<file path="config.mk">
export PLATFORM = sky130hd
export DESIGN_NAME = icache_mshr_ctrl_flat
export DESIGN_NICKNAME = d
export VERILOG_FILES = /design/src/rtl/icache_mshr_ctrl_if.sv /design/src/rtl/icache_mshr_ctrl.sv /design/src/flat_wrapper.sv
export SDC_FILE = /design/constraint.sdc
export NUM_CORES = 1
export LEC_CHECK = 0
export ABC_AREA = 1
export CAP_MARGIN = 20
export CELL_PAD_IN_SITES_DETAIL_PLACEMENT = 2
export CELL_PAD_IN_SITES_GLOBAL_PLACEMENT = 2
export CORE_ASPECT_RATIO = 0.6
export CORE_MARGIN = 3
export CORE_UTILIZATION = 33
export CTS_BUF_LIST = sky130_fd_sc_hd__clkbuf_4 sky130_fd_sc_hd__clkbuf_8 sky130_fd_sc_hd__clkbuf_16
export CTS_CLUSTER_DIAMETER = 100
export DETAILED_ROUTE_END_ITERATION = 10
export PLACE_DENSITY = 0.84
export SETUP_SLACK_MARGIN = 0.3
export SLEW_MARGIN = 5
export SYNTH_ARGS = -nofsm -noshare
export SYNTH_HDL_FRONTEND = slang
export SYNTH_SLANG_ARGS = --single-unit
</file>
<file path="constraint.sdc">
create_clock -name clk -period 2.5 [get_ports clk]
set_input_delay 0.375 -clock clk [delete_from_list [all_inputs] [get_ports clk]]
set_output_delay 0.375 -clock clk [all_outputs]
set_load 0.01 [all_outputs]
</file>
<file path="src/rtl/icache_mshr_ctrl_if.sv">
// ----------------------------------------------------------------------------
// icache_mshr_ctrl_if
// Bundle of every non-clock/reset signal of the icache MSHR controller.
//   slave  modport : the MSHR controller (consumes lookups, drives requests)
//   master modport : the surrounding tag controller / downstream / bench
// Groups:
//   alloc_*          entry allocation handshake with the tag controller
//   upd_*            per-lookup hit/miss result and request payload
//   ds_req_*/ds_rsp_* downstream line-fill request and completion
//   rd_done_*        data-RAM read completion for hit entries
//   entry_*          per-entry conflict-bitmap vectors
//   linefill_done, release_*, proto_err  notifications
// ----------------------------------------------------------------------------
interface icache_mshr_ctrl_if #(
  parameter int unsigned ENTRY_NUM   = 8,
  parameter int unsigned ENTRY_IDX_W = 3,
  parameter int unsigned INDEX_W     = 7,
  parameter int unsigned TAG_W       = 20,
  parameter int unsigned TXNID_W     = 5
);
  logic                           alloc_vld;
  logic                           alloc_rdy;
  logic [ENTRY_IDX_W-1:0]         alloc_index;
  logic                           upd_en;
  logic                           upd_miss;
  logic                           upd_way;
  logic [TAG_W-1:0]               upd_tag;
  logic [INDEX_W-1:0]             upd_index;
  logic [TXNID_W-1:0]             upd_txnid;
  logic                           ds_req_vld;
  logic                           ds_req_rdy;
  logic [TAG_W+INDEX_W-1:0]       ds_req_addr;
  logic [ENTRY_IDX_W-1:0]         ds_req_id;
  logic                           ds_rsp_vld;
  logic [ENTRY_IDX_W-1:0]         ds_rsp_id;
  logic                           rd_done_vld;
  logic [ENTRY_IDX_W-1:0]         rd_done_id;
  logic [ENTRY_NUM-1:0]           entry_valid;
  logic [ENTRY_NUM*INDEX_W-1:0]   entry_index;
  logic [ENTRY_NUM-1:0]           entry_way;
  logic [ENTRY_NUM-1:0]           linefill_done;
  logic                           release_vld;
  logic [ENTRY_IDX_W-1:0]         release_index;
  logic [TXNID_W-1:0]             release_txnid;
  logic                           proto_err;

  modport slave (
    input  alloc_vld, upd_en, upd_miss, upd_way, upd_tag, upd_index, upd_txnid,
           ds_req_rdy, ds_rsp_vld, ds_rsp_id, rd_done_vld, rd_done_id,
    output alloc_rdy, alloc_index, ds_req_vld, ds_req_addr, ds_req_id,
           entry_valid, entry_index, entry_way, linefill_done,
           release_vld, release_index, release_txnid, proto_err
  );

  modport master (
    output alloc_vld, upd_en, upd_miss, upd_way, upd_tag, upd_index, upd_txnid,
           ds_req_rdy, ds_rsp_vld, ds_rsp_id, rd_done_vld, rd_done_id,
    input  alloc_rdy, alloc_index, ds_req_vld, ds_req_addr, ds_req_id,
           entry_valid, entry_index, entry_way, linefill_done,
           release_vld, release_index, release_txnid, proto_err
  );
endinterface

</file>
<file path="src/rtl/icache_mshr_ctrl.sv">
// ----------------------------------------------------------------------------
// icache_mshr_ctrl
// Miss-status holding register file behind the icache tag controller.
// Hands out free entries, captures hit/miss results, issues line-fill
// requests for misses, tracks completions and retires entries.
// Ports:
//   clk    clock (posedge)
//   rst_n  asynchronous active-low reset
//   mshr   icache_mshr_ctrl_if.slave (allocation, lookup result, downstream
//          request/response, read-done, per-entry vectors, release, proto_err)
// Build option:
//   ICACHE_MSHR_RR_ARB_EN  round-robin downstream request arbitration;
//                          otherwise lowest MISS_REQ index wins.
// ----------------------------------------------------------------------------
module icache_mshr_ctrl #(
  parameter int unsigned ENTRY_NUM   = 8,
  parameter int unsigned ENTRY_IDX_W = 3,
  parameter int unsigned INDEX_W     = 7,
  parameter int unsigned TAG_W       = 20,
  parameter int unsigned TXNID_W     = 5
) (
  input logic               clk,
  input logic               rst_n,
  icache_mshr_ctrl_if.slave mshr
);

  typedef enum logic [2:0] {
    IDLE,
    RSV,
    HIT_WAIT,
    MISS_REQ,
    MISS_WAIT,
    REL
  } state_e;

  state_e                 state_q [ENTRY_NUM];
  state_e                 state_d [ENTRY_NUM];
  logic [ENTRY_NUM-1:0]   valid_q, valid_d;
  logic [ENTRY_NUM-1:0]   fill_q, fill_d;

  logic [TAG_W-1:0]       tag_q   [ENTRY_NUM];
  logic [INDEX_W-1:0]     index_q [ENTRY_NUM];
  logic [TXNID_W-1:0]     txnid_q [ENTRY_NUM];
  logic [ENTRY_NUM-1:0]   way_q;

  logic                   free_found, rsv_found, rel_found, arb_found;
  logic [ENTRY_IDX_W-1:0] free_idx, rsv_idx, rel_idx, arb_idx, arb_base;
  logic                   req_vld, req_acc;
  logic [ENTRY_IDX_W-1:0] req_id;
  logic                   hold_q;
  logic [ENTRY_IDX_W-1:0] hold_id_q;
  logic                   err_set, proto_err_q;

`ifdef ICACHE_MSHR_RR_ARB_EN
  logic [ENTRY_IDX_W-1:0] rr_ptr_q;

  always_ff @(posedge clk or negedge rst_n) begin
    if (!rst_n) begin
      rr_ptr_q <= '0;
    end else if (req_acc) begin
      rr_ptr_q <= req_id + ENTRY_IDX_W'(1);
    end
  end

  assign arb_base = rr_ptr_q;
`else
  assign arb_base = '0;
`endif

  // State register
  always_ff @(posedge clk or negedge rst_n) begin
    if (!rst_n) begin
      for (int unsigned i = 0; i < ENTRY_NUM; i++) state_q[i] <= IDLE;
      valid_q     <= '0;
      fill_q      <= '0;
      hold_q      <= 1'b0;
      hold_id_q   <= '0;
      proto_err_q <= 1'b0;
    end else begin
      for (int unsigned i = 0; i < ENTRY_NUM; i++) state_q[i] <= state_d[i];
      valid_q     <= valid_d;
      fill_q      <= fill_d;
      // A request left unaccepted is pinned so id/addr cannot change under it
      // when a higher-priority entry enters MISS_REQ.
      hold_q      <= req_vld & ~mshr.ds_req_rdy;
      hold_id_q   <= req_id;
      proto_err_q <= proto_err_q | err_set;
    end
  end

  // Per-entry payload, latched with the lookup result
  always_ff @(posedge clk or negedge rst_n) begin
    if (!rst_n) begin
      for (int unsigned i = 0; i < ENTRY_NUM; i++) begin
        tag_q[i]   <= '0;
        index_q[i] <= '0;
        txnid_q[i] <= '0;
      end
      way_q <= '0;
    end else if (mshr.upd_en && rsv_found) begin
      tag_q[rsv_idx]   <= mshr.upd_tag;
      index_q[rsv_idx] <= mshr.upd_index;
      txnid_q[rsv_idx] <= mshr.upd_txnid;
      way_q[rsv_idx]   <= mshr.upd_way;
    end
  end

  // Next-state logic
  always_comb begin
    valid_d = '0;
    fill_d  = '0;
    for (int unsigned i = 0; i < ENTRY_NUM; i++) begin
      state_d[i] = state_q[i];
      case (state_q[i])
        IDLE:
          if (mshr.alloc_vld && free_found && free_idx == ENTRY_IDX_W'(i))
            state_d[i] = RSV;
        RSV:
          if (mshr.upd_en) state_d[i] = mshr.upd_miss ? MISS_REQ : HIT_WAIT;
          else             state_d[i] = IDLE;
        MISS_REQ:
          if (req_acc && req_id == ENTRY_IDX_W'(i)) state_d[i] = MISS_WAIT;
        MISS_WAIT:
          if (mshr.ds_rsp_vld && mshr.ds_rsp_id == ENTRY_IDX_W'(i)) begin
            state_d[i] = REL;
            fill_d[i]  = 1'b1;
          end
        HIT_WAIT:
          if (mshr.rd_done_vld && mshr.rd_done_id == ENTRY_IDX_W'(i))
            state_d[i] = REL;
        REL:
          if (rel_found && rel_idx == ENTRY_IDX_W'(i)) state_d[i] = IDLE;
        default:
          state_d[i] = IDLE;
      endcase
      valid_d[i] = state_d[i] inside {HIT_WAIT, MISS_REQ, MISS_WAIT, REL};
    end
  end

  // Output / selection logic, all from registered state
  always_comb begin
    logic [ENTRY_IDX_W-1:0] cand;
    cand       = '0;
    free_found = 1'b0;
    free_idx   = '0;
    rsv_found  = 1'b0;
    rsv_idx    = '0;
    rel_found  = 1'b0;
    rel_idx    = '0;
    arb_found  = 1'b0;
    arb_idx    = '0;
    for (int unsigned i = 0; i < ENTRY_NUM; i++) begin
      if (!free_found && state_q[i] == IDLE) begin
        free_found = 1'b1;
        free_idx   = ENTRY_IDX_W'(i);
      end
      // RSV lasts exactly one cycle, so at most one entry is ever in it.
      if (state_q[i] == RSV) begin
        rsv_found = 1'b1;
        rsv_idx   = ENTRY_IDX_W'(i);
      end
      if (!rel_found && state_q[i] == REL) begin
        rel_found = 1'b1;
        rel_idx   = ENTRY_IDX_W'(i);
      end
    end
    for (int unsigned k = 0; k < ENTRY_NUM; k++) begin
      cand = arb_base + ENTRY_IDX_W'(k);
      if (!arb_found && state_q[cand] == MISS_REQ) begin
        arb_found = 1'b1;
        arb_idx   = cand;
      end
    end
    req_vld = hold_q | arb_found;
    req_id  = hold_q ? hold_id_q : arb_idx;
    req_acc = req_vld & mshr.ds_req_rdy;
    err_set = (mshr.upd_en & ~rsv_found)
            | (mshr.ds_rsp_vld  & (state_q[mshr.ds_rsp_id]  != MISS_WAIT))
            | (mshr.rd_done_vld & (state_q[mshr.rd_done_id] != HIT_WAIT));
  end

  always_comb begin
    mshr.entry_index = '0;
    for (int unsigned i = 0; i < ENTRY_NUM; i++)
      mshr.entry_index[i*INDEX_W +: INDEX_W] = index_q[i];
  end

  assign mshr.alloc_rdy     = free_found;
  assign mshr.alloc_index   = free_idx;
  assign mshr.ds_req_vld    = req_vld;
  assign mshr.ds_req_id     = req_id;
  assign mshr.ds_req_addr   = {tag_q[req_id], index_q[req_id]};
  assign mshr.entry_valid   = valid_q;
  assign mshr.entry_way     = way_q;
  assign mshr.linefill_done = fill_q;
  assign mshr.release_vld   = rel_found;
  assign mshr.release_index = rel_idx;
  assign mshr.release_txnid = rel_found ? txnid_q[rel_idx] : '0;
  assign mshr.proto_err     = proto_err_q;

endmodule

</file>
<file path="src/flat_wrapper.sv">
// flat-port wrapper written by rule: the top's interface ports become plain ports
module icache_mshr_ctrl_flat 
#(
  parameter int unsigned ENTRY_NUM   = 8,
  parameter int unsigned ENTRY_IDX_W = 3,
  parameter int unsigned INDEX_W     = 7,
  parameter int unsigned TAG_W       = 20,
  parameter int unsigned TXNID_W     = 5
)
  (clk, rst_n, mshr_alloc_vld, mshr_upd_en, mshr_upd_miss, mshr_upd_way, mshr_upd_tag, mshr_upd_index, mshr_upd_txnid, mshr_ds_req_rdy, mshr_ds_rsp_vld, mshr_ds_rsp_id, mshr_rd_done_vld, mshr_rd_done_id, mshr_alloc_rdy, mshr_alloc_index, mshr_ds_req_vld, mshr_ds_req_addr, mshr_ds_req_id, mshr_entry_valid, mshr_entry_index, mshr_entry_way, mshr_linefill_done, mshr_release_vld, mshr_release_index, mshr_release_txnid, mshr_proto_err);
  icache_mshr_ctrl_if #(.ENTRY_NUM(ENTRY_NUM), .ENTRY_IDX_W(ENTRY_IDX_W), .INDEX_W(INDEX_W), .TAG_W(TAG_W), .TXNID_W(TXNID_W)) mshr_i ();
  input logic clk;
  input logic rst_n;
  input wire logic [$bits(mshr_i.alloc_vld)-1:0] mshr_alloc_vld;
  input wire logic [$bits(mshr_i.upd_en)-1:0] mshr_upd_en;
  input wire logic [$bits(mshr_i.upd_miss)-1:0] mshr_upd_miss;
  input wire logic [$bits(mshr_i.upd_way)-1:0] mshr_upd_way;
  input wire logic [$bits(mshr_i.upd_tag)-1:0] mshr_upd_tag;
  input wire logic [$bits(mshr_i.upd_index)-1:0] mshr_upd_index;
  input wire logic [$bits(mshr_i.upd_txnid)-1:0] mshr_upd_txnid;
  input wire logic [$bits(mshr_i.ds_req_rdy)-1:0] mshr_ds_req_rdy;
  input wire logic [$bits(mshr_i.ds_rsp_vld)-1:0] mshr_ds_rsp_vld;
  input wire logic [$bits(mshr_i.ds_rsp_id)-1:0] mshr_ds_rsp_id;
  input wire logic [$bits(mshr_i.rd_done_vld)-1:0] mshr_rd_done_vld;
  input wire logic [$bits(mshr_i.rd_done_id)-1:0] mshr_rd_done_id;
  output wire logic [$bits(mshr_i.alloc_rdy)-1:0] mshr_alloc_rdy;
  output wire logic [$bits(mshr_i.alloc_index)-1:0] mshr_alloc_index;
  output wire logic [$bits(mshr_i.ds_req_vld)-1:0] mshr_ds_req_vld;
  output wire logic [$bits(mshr_i.ds_req_addr)-1:0] mshr_ds_req_addr;
  output wire logic [$bits(mshr_i.ds_req_id)-1:0] mshr_ds_req_id;
  output wire logic [$bits(mshr_i.entry_valid)-1:0] mshr_entry_valid;
  output wire logic [$bits(mshr_i.entry_index)-1:0] mshr_entry_index;
  output wire logic [$bits(mshr_i.entry_way)-1:0] mshr_entry_way;
  output wire logic [$bits(mshr_i.linefill_done)-1:0] mshr_linefill_done;
  output wire logic [$bits(mshr_i.release_vld)-1:0] mshr_release_vld;
  output wire logic [$bits(mshr_i.release_index)-1:0] mshr_release_index;
  output wire logic [$bits(mshr_i.release_txnid)-1:0] mshr_release_txnid;
  output wire logic [$bits(mshr_i.proto_err)-1:0] mshr_proto_err;
  assign mshr_i.alloc_vld = mshr_alloc_vld;
  assign mshr_i.upd_en = mshr_upd_en;
  assign mshr_i.upd_miss = mshr_upd_miss;
  assign mshr_i.upd_way = mshr_upd_way;
  assign mshr_i.upd_tag = mshr_upd_tag;
  assign mshr_i.upd_index = mshr_upd_index;
  assign mshr_i.upd_txnid = mshr_upd_txnid;
  assign mshr_i.ds_req_rdy = mshr_ds_req_rdy;
  assign mshr_i.ds_rsp_vld = mshr_ds_rsp_vld;
  assign mshr_i.ds_rsp_id = mshr_ds_rsp_id;
  assign mshr_i.rd_done_vld = mshr_rd_done_vld;
  assign mshr_i.rd_done_id = mshr_rd_done_id;
  assign mshr_alloc_rdy = mshr_i.alloc_rdy;
  assign mshr_alloc_index = mshr_i.alloc_index;
  assign mshr_ds_req_vld = mshr_i.ds_req_vld;
  assign mshr_ds_req_addr = mshr_i.ds_req_addr;
  assign mshr_ds_req_id = mshr_i.ds_req_id;
  assign mshr_entry_valid = mshr_i.entry_valid;
  assign mshr_entry_index = mshr_i.entry_index;
  assign mshr_entry_way = mshr_i.entry_way;
  assign mshr_linefill_done = mshr_i.linefill_done;
  assign mshr_release_vld = mshr_i.release_vld;
  assign mshr_release_index = mshr_i.release_index;
  assign mshr_release_txnid = mshr_i.release_txnid;
  assign mshr_proto_err = mshr_i.proto_err;
  icache_mshr_ctrl #(.ENTRY_NUM(ENTRY_NUM), .ENTRY_IDX_W(ENTRY_IDX_W), .INDEX_W(INDEX_W), .TAG_W(TAG_W), .TXNID_W(TXNID_W)) u_core (.clk(clk), .rst_n(rst_n), .mshr(mshr_i));
endmodule
</file>
==> results of run 1 <==
## cell families after synthesis
family                 share of synthesized area
AO/OA/AOI/OAI                              0.112
AND/OR/NAND/NOR                            0.313
buffers and inverters                     0.0679
flip-flops                                 0.507
## stage by stage
stage,hold slack (ns),utilization,instances,setup TNS [ns]
CTS,0.420,0.522,3099,-29.12
detailed placement,0.458,0.424,2921,-27.76
global placement,0.446,0.424,2921,-16.29
floorplan,0.0794,-,2052,0
## repair_timing
item	4_1_cts
endpoints found under the setup margin	275
hold buffers	1
gates resized for setup	641
pin swaps	105
buffers inserted	75
cloned	39
endpoints found under the hold margin	73
==> results.yml, run 1 <==
outcome:
  run_status: "aborted with a tool error"
  lastStage: "global routing"
  error: "[ERROR DPL-0033] detailed placement checks failed during check placement."
floorplan:
  initial_utilization: 0.337
  ios: 172
  die_h_um: 172
  fp-row-count: 60
  die_w_um: 283
logic_synthesis:
  synthCells: 2052
  synth_top_cell_area_share: 0.507
  avgSynthCellArea_um2: 7.43
  ys_top_cells_by_area: "sky130_fd_sc_hd__dfrtp_1, sky130_fd_sc_hd__nand2_1, sky130_fd_sc_hd__o21ai_0"
  synth_seq_area_share: 0.507
  async_flop_share: 1.00
  netlist_top_cells_count: "sky130_fd_sc_hd__nand2_1, sky130_fd_sc_hd__dfrtp_1, sky130_fd_sc_hd__o21ai_0, sky130_fd_sc_hd__nand3_1, sky130_fd_sc_hd__nor2_1"
  synth_enable_flop_cells: 0
  synth.most_common_cell: "sky130_fd_sc_hd__nand2_1"
  postSynthNetCount: 2099
  postSynth.topFlopCell: "sky130_fd_sc_hd__dfrtp_1"
  yosys_warning_count: 0
  netlist-cell-type-count: 40
  post_syn_area_mm2: 0.0152
  synth_seq_cells: 309
  post-synth-top-area-cell: "sky130_fd_sc_hd__dfrtp_1"
global_route:
  grt_max_degree: 85
  grt_antenna_before_repair: 9
place:
  place.port_buffers: 171
  gpl.final_weighted_congestion: 0.926
  post_placement_cell_area_mm2: 0.0192
  pre_cts_ws_ns: -0.733
  detailedPlacementHpwl_mm: 48.3
clocking:
  clkSinkCount: 309
  cts_max_level: 2
  numCtsBuffers: 35
  clock_tree.buffer_depth: 3
  clock_tree.root_cell: "sky130_fd_sc_hd__clkbuf_16"
sta:
  grt_worst_setup_endpoint: "mshr_ds_req_addr[16]"
  timing.repair.worst_endpoint_type: "primary output"
==> inputs of run 2 (changes only) <==
==> config.mk (replaced) <==
export PLATFORM = sky130hd
export DESIGN_NAME = icache_mshr_ctrl_flat
export DESIGN_NICKNAME = d
export VERILOG_FILES = /design/src/rtl/icache_mshr_ctrl_if.sv /design/src/rtl/icache_mshr_ctrl.sv /design/src/flat_wrapper.sv
export SDC_FILE = /design/constraint.sdc
export NUM_CORES = 1
export LEC_CHECK = 0
export ABC_AREA = 1
export CAP_MARGIN = 20
export CORE_MARGIN = 3
export CORE_UTILIZATION = 40
export DETAILED_ROUTE_END_ITERATION = 10
export PLACE_DENSITY_LB_ADDON = 0.15
export SLEW_MARGIN = 5
export SYNTH_ARGS = -nofsm -noshare
export SYNTH_HDL_FRONTEND = slang
export SYNTH_SLANG_ARGS = --single-unit
==> run 2 against run 1 <==
Net effect:
- the flow now finishes, with violations (setup timing)
- synthesized cell count did not move
- area after synthesis did not move
==> results.yml, run 2 <==
logic_synthesis:
  netlist_top_cells_count: "sky130_fd_sc_hd__nand2_1, sky130_fd_sc_hd__dfrtp_1, sky130_fd_sc_hd__o21ai_0, sky130_fd_sc_hd__nand3_1, sky130_fd_sc_hd__nor2_1"
  synth_seq_cells: 309
  synth_enable_flop_cells: 0
  async_flop_share: 1.00
  avgSynthCellArea_um2: 7.43
  synthCells: 2052
  post-synth-top-area-cell: "sky130_fd_sc_hd__dfrtp_1"
  post_syn_area_mm2: 0.0152
  synth_seq_area_share: 0.507
  postSynth.topFlopCell: "sky130_fd_sc_hd__dfrtp_1"
  yosys_warning_count: 0
  synth_top_cell_area_share: 0.507
  ys_top_cells_by_area: "sky130_fd_sc_hd__dfrtp_1, sky130_fd_sc_hd__nand2_1, sky130_fd_sc_hd__o21ai_0"
  postSynthNetCount: 2099
  netlist-cell-type-count: 40
  synth.most_common_cell: "sky130_fd_sc_hd__nand2_1"
worst_setup_path:
  cp.arrival_ns: 2.73
  worst_setup_path_start_kind: "flop"
  timing.critical_path.to_type: "output port"
  cp_slowest_cell: "sky130_fd_sc_hd__dfrtp_1"
  critPathKind: "flop to output port"
  rr_worst_depth: 14
  timing.critical_path.slowest_cell_delay_ns: 0.42
  r2r_setup_slack_ns: 0.01
  crit_path_max_fanout: 8
  crit_path_frequent_cell: "sky130_fd_sc_hd__nand2_1"
  timing.critical_path.required_ns: 2.12
  crit_path_cell_trace: "buf_6, nand3_4, nand2_4, nor2_4, nand3_2, nand2_2, inv_2, nand3_4, buf_12, nand2_8, buf_6, buf_12, buf_12, nand2_1, nand2_1, nand2_1, nand2_1, nand2_1, nand2_1, buf_2"
power:
  irDropWorstVdd_uv: 883
  switching_share: 0.414
  seq_power_share: 0.273
  finalPower_mw: 30.5
  share_comb_of_total_power: 0.555
  p_leak_nw: 10.9
  power_density_mw_per_mm2: 1410
  clock_power_share: 0.172
  p_sw_mw: 12.6
  cellInternalPower_mw: 17.9
clocking:
  clkSinkCount: 309
  clock_tree.buffer_depth: 3
  tritoncts: "yes"
  path_clk_slew_ns: 0.06
  numCtsBuffers: 36
  worstSkewPairLatency_ns: 0.53
  cts_max_level: 2
  clock_tree.root_cell: "sky130_fd_sc_hd__clkbuf_16"
sta:
  post-route-worst-setup-slack_ns: -0.604
  worst-slew-pin-transition_ns: 0.733
  period_share: 1.24
  hold_viol_final: 0
  clock_period_minus_final_worst_setup_slack_ns: 3.10
  setup-violations-final: 40
  max_freq_mhz: 322
  final_skew_ns: 0.0228
  grt_setup_unrepaired: "yes"
  timing.final.max_slew_violations: 0
  timing.slew.headroom: 0.507
floorplan:
  die_w_um: 201
  die_h_um: 201
  fp-row-count: 70
  core-area_mm2: 0.0370
  ios: 172
  dieArea_mm2: 0.0405
  initial_utilization: 0.411
cells_and_area:
  finish.net_count: 2439
  registers.top_by_ff_count: "u_core.tag_q"
  mostFrequentLayoutCells: "sky130_fd_sc_hd__nand2_1, sky130_fd_sc_hd__dfrtp_1, sky130_fd_sc_hd__o21ai_0"
  area.sequential_mm2: 0.00774
  largest_register_ff_count: 160
  flow.area_growth_from_synthesis_pct: 42.2
  multi_input_area_mm2: 0.00723
  most_frequent_standard_cell_in_the_layout_excluding_fill_and_tap_cells: "sky130_fd_sc_hd__nand2_1"
  final_layout_size_suffix_gt1_frac: 0.219
  num_antenna_cells: 0
  final_design_area_no_fill_mm2: 0.0217
  fill_cells: 3360
global_route:
  grt_pass1_vias: 14700
  met2_usage: 0.401
  grt_max_degree: 67
  grt_antenna_before_repair: 0
  grt.busiest_layer: "met2"
  grt.total_usage: 0.254
  grt-ovfl-total: 0
  grt_util_met3: 0.0510
  global_route_wire_length_before_repair_mm: 82.7
  gr_met1_demand_resource: 0.356
route:
  via_count: 15300
  drt_first_pass_iters: 5
  route.detailed.wl_per_inst_um: 18.8
  wl_mm: 55.0
  post_route_ant_nets: 0
  routed_via_density: 5.26
  first_iter_violations: 1372
  post-route-drc-count: 0
worst_hold_path:
  hold_path.class: "input pin to async pin"
outcome:
  failed_checks: "setup timing"
  run_status: "complete, but fails checks"
place:
  detailedPlacementHpwl_mm: 33.1
  gpl.final_weighted_congestion: 0.926
  place.port_buffers: 171
  post_placement_cell_area_mm2: 0.0187
run:
  cap_violations: 0
==> run 2: worst max-delay path, delay by kind of cell (launching register included) <==
kind                   cells  cell delay [ns]
buffers and inverters      7             0.86
flip-flops                 1             0.42
AND/OR/NAND/NOR           13             0.90
==> run 2: power by group through the flow <==
stage	Clock, mW	Sequential [mW]	Combinational [mW]
after floorplan	0	8.22	7.13
after global placement	0	8.26	13.4
after detailed placement	0	8.29	13.5
after CTS	5.29	8.26	15.5
after global routing	5.50	8.56	18.5
final	5.24	8.33	16.9
==> run 2: layout make-up <==
| class | instances | area share |
|---|---|---|
| multi-input combinational | 1501 | 0.334 |
| inverter | 133 | 0.0236 |
| clock inverter | 5 | 0.00196 |
| clock buffer | 57 | 0.0522 |
| tap | 504 | 0.0291 |
| sequential | 309 | 0.357 |
| timing repair buffer | 411 | 0.202 |
==> run 2: final timing paths <==
check	startpoint	to
worst min-delay path	rst_n	u_core.mshr.entry_valid[5]
max in group asynchronous	rst_n	u_core.txnid_q[39]
worst max register to register	u_core.state_q[15]	u_core.mshr.entry_valid[5]
min in group clk	mshr_upd_txnid[0]	u_core.txnid_q[35]
worst min register to register	u_core.tag_q[42]	u_core.tag_q[42]
worst max-delay path	u_core.state_q[15]	mshr_ds_req_addr[3]
==> run 2: kinds of logic after synthesis <==
family,count (synthesis),share of synthesized area
flip-flops,309,0.507
AO/OA/AOI/OAI,329,0.112
AND/OR/NAND/NOR,1170,0.313
buffers and inverters,244,0.0679
==> run 2: timing repair <==
action	in CTS	in global routing
resized for setup	320	135
setup buffers	43	21
pin swaps	68	97
hold buffers	1	0
cloned	11	11
hold endpoints to repair	45	0
setup endpoints to repair	50	104
==> run 2: metrics by stage <==
| step | util | worst slack [ns] | hold slack [ns] | std cells | setup TNS, ns |
|---|---|---|---|---|---|
| 2_1_floorplan | - | 0.345 | 0.0794 | 2052 | 0 |
| 6_report | 0.585 | -0.604 | 0.348 | 2920 | -17.93 |
| 4_1_cts | 0.565 | -0.593 | 0.384 | 2892 | -18.28 |
| 3_5_place_dp | 0.504 | -0.435 | 0.350 | 2776 | -12.67 |
| 3_3_place_gp | 0.504 | -0.407 | 0.348 | 2776 | -11.71 |
| 5_1_grt | 0.585 | -0.735 | 0.396 | 2920 | -23.88 |
==> run 2: per-layer routing <==
layer  routed length [um]  part of all wire
met1                24600              0.45
met2                24700              0.45
met3                 4230             0.077
met4                 1510             0.027
met5                    0                 0
(Power assumes the default switching activity.)
